==> src/rtl/serial_subtractor.sv <==
// serial_subtractor: bit-serial WIDTH-bit subtractor, diff = a - b - bin,
// LSB first, one full-subtractor cell per clock with a registered borrow.
// Valid/ready handshakes on the operand and result sides; one op in flight.
// Optional macro SERIAL_SUB_OVF_EN adds a registered signed-overflow output ovf.
module serial_subtractor #(
  parameter int WIDTH = 8
) (
  input  logic             clk,
  input  logic             rst_n,
  input  logic             in_valid,
  output logic             in_ready,
  input  logic [WIDTH-1:0] a,
  input  logic [WIDTH-1:0] b,
  input  logic             bin,
  output logic             out_valid,
  input  logic             out_ready,
  output logic [WIDTH-1:0] diff,
`ifdef SERIAL_SUB_OVF_EN
  output logic             ovf,
`endif
  output logic             bout
);

  localparam int CW = (WIDTH > 1) ? $clog2(WIDTH) : 1;

  typedef enum logic [1:0] {
    IDLE  = 2'd0,
    SHIFT = 2'd1,
    DONE  = 2'd2
  } state_t;

  state_t           state, state_nxt;
  logic [WIDTH-1:0] a_sr, b_sr, diff_sr, diff_q;
  logic [WIDTH-1:0] a_shift, b_shift, diff_shift;
  logic [CW-1:0]    cnt;
  logic             br, br_nxt, d, x, y, last, bout_q;
`ifdef SERIAL_SUB_OVF_EN
  logic             a_msb, b_msb, ovf_q;
`endif

  // Full-subtractor cell and the shifted next values of all serial registers
  always_comb begin
    x          = a_sr[0];
    y          = b_sr[0];
    d          = x ^ y ^ br;
    br_nxt     = (~x & y) | (~(x ^ y) & br);
    a_shift    = a_sr >> 1;
    b_shift    = b_sr >> 1;
    diff_shift = diff_sr >> 1;
    // Index-assign the MSB so the WIDTH=1 case needs no special path
    diff_shift[WIDTH-1] = d;
    last       = (cnt == CW'(WIDTH - 1));
  end

  // State register
  always_ff @(posedge clk) begin
    if (!rst_n) state <= IDLE;
    else        state <= state_nxt;
  end

  // Next-state and handshake outputs
  always_comb begin
    state_nxt = state;
    in_ready  = 1'b0;
    out_valid = 1'b0;
    case (state)
      IDLE: begin
        in_ready = 1'b1;
        if (in_valid) state_nxt = SHIFT;
      end
      SHIFT: begin
        if (last) state_nxt = DONE;
      end
      DONE: begin
        out_valid = 1'b1;
        if (out_ready) state_nxt = IDLE;
      end
      default: state_nxt = IDLE;
    endcase
  end

  // Datapath: operand capture, serial shifting, result registers
  always_ff @(posedge clk) begin
    if (!rst_n) begin
      a_sr    <= '0;
      b_sr    <= '0;
      diff_sr <= '0;
      diff_q  <= '0;
      cnt     <= '0;
      br      <= 1'b0;
      bout_q  <= 1'b0;
`ifdef SERIAL_SUB_OVF_EN
      a_msb   <= 1'b0;
      b_msb   <= 1'b0;
      ovf_q   <= 1'b0;
`endif
    end else begin
      case (state)
        IDLE: begin
          if (in_valid) begin
            a_sr  <= a;
            b_sr  <= b;
            br    <= bin;
            cnt   <= '0;
`ifdef SERIAL_SUB_OVF_EN
            a_msb <= a[WIDTH-1];
            b_msb <= b[WIDTH-1];
`endif
          end
        end
        SHIFT: begin
          a_sr    <= a_shift;
          b_sr    <= b_shift;
          diff_sr <= diff_shift;
          br      <= br_nxt;
          cnt     <= cnt + CW'(1);
          if (last) begin
            diff_q <= diff_shift;
            bout_q <= br_nxt;
`ifdef SERIAL_SUB_OVF_EN
            // d is the final diff MSB
            ovf_q  <= (a_msb != b_msb) && (d != a_msb);
`endif
          end
        end
        default: ;
      endcase
    end
  end

  assign diff = diff_q;
  assign bout = bout_q;
`ifdef SERIAL_SUB_OVF_EN
  assign ovf  = ovf_q;
`endif

endmodule
==> config.mk <==
export PLATFORM = sky130hd
export DESIGN_NAME = serial_subtractor
export DESIGN_NICKNAME = d
export VERILOG_FILES = /design/src/rtl/serial_subtractor.sv
export SDC_FILE = /design/constraint.sdc
export NUM_CORES = 1
export LEC_CHECK = 0
export ABC_AREA = 0
export CORE_UTILIZATION = 60
export DETAILED_ROUTE_END_ITERATION = 8
export DONT_BUFFER_PORTS = 1
export MAX_ROUTING_LAYER = met4
export PLACE_DENSITY_LB_ADDON = 0.15
export SLEW_MARGIN = 15
export SYNTH_ARGS = -nofsm -noshare
export SYNTH_HDL_FRONTEND = slang
export SYNTH_SLANG_ARGS = --single-unit
==> constraint.sdc <==
create_clock -name clk -period 1.6 [get_ports clk]
set_input_delay 0.16 -clock clk [delete_from_list [all_inputs] [get_ports clk]]
set_output_delay 0.16 -clock clk [all_outputs]
set_load 0.1 [all_outputs]
## Yosys cells after proc, flatten, opt, wreduce, memory -nomap -nowiden

Index checks and enable logic that the tools add are counted.

| storage, ports and cells | value |
|---|---|
| bits in registers | 39 |
| output and inout bits | 11 |
| logic and storage cells | 41 |

| cells by class | value |
|---|---|
| $add $sub $neg | 1 |
| equal/unequal tests | 6 |
| multiplexer cells | 14 |
| bitwise logic cells | 7 |
| reductions and logical operators | 5 |

Operators with widths:

| kind | number |
|---|---|
| 8-bit case mux with 2 select lines | 2 |
| 8-bit 2-to-1 mux | 2 |
| 2-bit 2-to-1 mux | 3 |
| 2-bit != test (second input constant) | 3 |
| 2-bit case mux with 3 select lines | 1 |
| 3-bit case mux with 2 select lines | 1 |
| 2-bit AND reduction | 2 |
| 3-bit by 1-bit adder with 3-bit output (second input constant) | 1 |
| 3-bit equality test (second input constant) | 1 |
| 1-bit 2-to-1 mux | 3 |
| 3-bit 2-to-1 mux | 1 |
| 3-bit AND reduction | 1 |
| 1-bit AND | 2 |
| 2-bit by 1-bit equality test with 1-bit output (second input constant) | 1 |
| 2-bit equality test (second input constant) | 1 |
| 2-bit zero test | 1 |
| 1-bit inverter | 2 |
| 1-bit case mux with 2 select lines | 1 |
| 2-bit nonzero test | 1 |
| 1-bit XOR | 2 |
| 1-bit bitwise OR | 1 |

## Depth between registers and ports, before layout

| logic depth | value |
|---|---|
| depth after elaboration | 5 |
| mapped depth | 6 |
| gate-level depth less buffers | 5 |

## Worst setup path before layout

Ideal clock, no wire load.

| path | value |
|---|---|
| kind | reg-to-reg |
| from | register state[1] |
| to | register state[1] |
| library setup time | 0.058 ns |
| arrival time | 2.130 ns |
| required time | 1.542 ns |
| slack | -0.588 ns |
| stages on the path, launching flop included | 4 |
| buffers on the path | 0 |
| period minus slack after synthesis | 2.188 ns |
| cells stage by stage | dfxtp_1 > nor2b_1 > nor2b_1 > o21a_1 |

| on the way | value |
|---|---|
| longest elaborated chain between the ends | 3 |

RTL lines:

| what | line | source |
|---|---|---|
| from (decl) | 32 | `state_t state, state_nxt;` |
| from (signal assigned) | 58 | `else state <= state_nxt;` |
| 2-bit by 1-bit equality test with 1-bit output, or another cell as far along | 66 | `case (state)` |
| 2-bit != test (no line) | n/a |  |
| 3-bit AND reduction (no line) | n/a |  |

Parallel ways exist; a longest one is shown, timed or not.
A chain may end at the register's enable or synchronous reset.

## Worst setup path in the final report

| path | value |
|---|---|
| from | register state[1] |
| to | output port out_valid |

| on the way | value |
|---|---|
| longest elaborated chain between the ends | 2 |

RTL lines:

| what | line | source |
|---|---|---|
| 2-bit equality test | 66 |  |
| 1-bit 2-to-1 mux | 66 |  |
| to (decl) | 15 | `output logic out_valid,` |

No other way between the ends.

==> key figures <==
Job
  – Max Cap Viol: 0

Yosys
  – Mapped Cells: 155
  – Post-synthesis sequential area ratio: 48.1%
  – Synth Area per Inst: 10.2 um^2
  – Largest cells by area after synthesis: dfxtp_1, o221a_1, nand2_1
  – Yosys top cell area share: 48.1%
  – Mapped Nets: 179
  – Synth Register Bits: 38
  – Cell variety after synth: 28
  – Synth warn: 0
  – Post-Syn Area: 0.00158 mm^2
  – Largest area contributor in the netlist: dfxtp_1

Timing
  – Crit share post-route: 92.1%
  – Final setup fails: 0
  – Setup Skew: 0.00608 ns
  – Period minus WS final: 1.47 ns
  – F_max: ~0.68 GHz
  – Final WS setup: about 0.13 ns
  – Fin. max-slew vios: 0
  – Worst-Margin Slew: 0.607 ns
  – Hold Vio Cnt, Final: 0
  – Slew HR: between 50% and 60%
  – RSZ-0062 raised after global routing: no

Placement
  – Setup WS pre-CTS: 0.173 ns
  – GP Congestion: 0.736
  – Port Buf Inserts: 0
  – Placed Area: 0.00166 mm^2
  – Cells after DPL: around 190
  – HPWL after detailed placement: between 1.5 and 2 mm

Hold path
  – Hold WC Path Type: input port to flop
  – Hold Path End: b_sr[6]
  – WHS Path Cells: 1
  – Worst hold start: b[6]

Die
  – Rows: 18
  – # IOs: 32
  – Core region area: 0.00248 mm^2
  – Initial core utilization: 63.8%
  – Die height: 53.3 um
  – Die Area: 0.00284 mm^2
  – Die X-Extent: 53.3 um

Finish
  – Number of diodes: 0
  – Post-route cell area: about 0.0019 mm^2
  – Layout cells sized above 1: 14.6%
  – Area grow syn2layout: 17.2%
  – Nets@finish: 203
  – Layout Cells excl Fill: approximately 210
  – Filler cell count: 197

Global route
  – Vias in the first global route: approximately 1100
  – GRT Util Overall: about a quarter
  – Global-route wire length before repair: 4.77 mm
  – Initial antenna violation count: 0
  – Global route total overflow: 0
  – Largest net degree at the start of global routing: 24

Route
  – DR WL/cell: 14.5 um
  – Final wirelength: roughly 3.0 mm
  – Detailed-route DRC error count: 0
  – Via Count: ~1200
  – Post-DRT Antenna Nets: 0
  – DR iter-0 viols: 16
  – Drt via density: 5.75
  – DR pass1 iterations: 4

Worst setup path
  – Crit Path Class: flop to primary output
  – Crit start category: flop
  – RR Endpoint: diff_sr[2]
  – CP Cell Sequence: nor2b_4 > buf_4
  – Critical Path RT: 1.44 ns
  – Crit path max-delay cell type: dfxtp_1
  – Reg2reg start: state[0]
  – Instance count on the critical path: 2
  – Arrival time worst endpoint: 1.31 ns
  – CP Buf/Inv Count: 1
  – Reg2Reg Depth: 4
  – CP endpoint kind: primary output
  – Max incr delay on CP: 0.48 ns
  – Critical path's top delay family: flip-flops
  – CP Launch Point: state[1]
  – R2r setup slk: about 0.23 ns
  – Worst-path fanout max: 8

Clock network
  – CTS root buf: clkbuf_4
  – CTS Sinks: 38
  – CTS max path bufs: 2
  – Clk_lat worst skew: roughly 0.35 ns
  – Htree depth: 2
  – Clock-pin slew on the worst setup and hold paths: 0.10 ns
  – Num CTS Buffers: 5
  – CTS tree: built

Pwr
  – Pint: 1300 uW
  – P per Cell Area: a little over 900 mW/mm^2
  – Net Switching: slightly above 400 uW
  – Flop pwr share: 59.8%
  – Combinational share of power: 11.7%
  – Clock power frac: 28.5%
  – Peak supply drop: 1.06 mV
  – Power, Total: 1710 uW
  – Sw frac: 24.3%
  – Leakage Power: 0.000705 uW

Status
  – Status: finished, final reports clean
through the flow:
stage	hold WS, ns	TNS (ns)	util [%]
floorplan	0.348	-0.207	-
global placement	0.282	0	67.0
detailed placement	0.285	0	67.0
CTS	0.000686	0	74.3
global route	0.00132	0	74.7
finish	0.00724	0	74.7
cell usage in the layout (no fill, tap or decap), types with 2 or more instances in the layout:
cell type	synthesis	final
a21boi_1	15	15
o21a_1	15	15
nor2b_1	7	6
inv_1	2	2
a22oi_1	2	2
o221a_1	14	14
dfxtp_1	38	38
nand2_1	32	32
clkbuf_4	0	5
dlygate4sd3_1	0	14
a32oi_1	2	2
ha_1	2	2
buf_4	3	15
cell usage after synthesis:
cell type   n
mux2i_1     1
buf_4       3
a21boi_1   15
o21a_1     15
dfxtp_1    38
nand2_1    32
clkbuf_1    2
nor2b_1     7
nand2b_1    1
o211a_1     1
and2_1      1
and3_1      1
o221a_2     1
a32oi_1     2
o221a_1    14
o21ba_1     1
nand2_2     1
ha_1        2
nor2_2      1
buf_2       4
buf_6       3
a22oi_1     2
nand3b_1    1
fa_1        1
a21boi_0    1
and3b_1     1
o21bai_1    1
inv_1       2
sequential cells by signal, indices dropped and copies added (netlist names):
name	cells
b_sr	8
diff	8
state	2
diff_sr	7
bout	1
a_sr	8
cnt	3
br	1
power groups by stage:
| stage | clock (uW) | sequential (uW) | combinational [uW] |
|---|---|---|---|
| 5_1_grt | 540 | 1030 | 219 |
| 6_report | 488 | 1020 | 200 |
| 4_1_cts | 498 | 1020 | 199 |
| 3_3_place_gp | 0 | 1040 | 161 |
| 2_1_floorplan | 0 | 1030 | 162 |
| 3_5_place_dp | 0 | 1040 | 167 |
worst max-delay path by stage:
stage | slack (ns) | to
after floorplan | -0.02 | b_sr[4]
after global placement | 0.27 | bout
after detailed placement | 0.17 | diff[0]
after CTS | 0.11 | out_valid
after global routing | 0.04 | out_valid
final | 0.13 | out_valid
worst reg2reg max path, delay by kind of cell, from the launching register on:
kind / cells / cell delay (ns)
AO/OA/AOI/OAI: 1 / 0.13
flip-flops: 1 / 0.57
AND/OR/NAND/NOR: 2 / 0.40
buffers and inverters: 1 / 0.21
area by class of cell:
class	count	area [um^2]	area share [%]
flip-flops and latches	38	761	41.1
inverters	2	7.51	0.405
clock buffers	6	51.3	2.77
well taps	30	37.5	2.03
repair buffers	29	253	13.6
multi-input cells	103	742	40.1
repair_timing:
action	in CTS	in global routing
gates resized for setup	0	1
endpoints found under the setup margin	0	1
setup buffers	0	0
hold buffers	13	1
hold endpoints to repair	35	1
layer usage:
| metal | part of all wire, % | up-vias | track usage (%) |
|---|---|---|---|
| li1 | - | 602 | - |
| met1 | 45 | 564 | 28.8 |
| met2 | 48 | 25 | 38.5 |
| met3 | 3.8 | 6 | 6.32 |
| met4 | 2.5 | 0 | 14.5 |
| met5 | 0 | - | - |
cell families after synthesis:
family / after synthesis / share of synthesized area (%)
AO/OA/AOI/OAI: 53 / 29.2
AND/OR/NAND/NOR: 46 / 13.4
flip-flops: 38 / 48.1
buffers and inverters: 14 / 5.78
adder cells (fa/ha/maj): 3 / 2.85
multiplexers: 1 / 0.633
No activity file was read; power rests on OpenSTA's default activity.
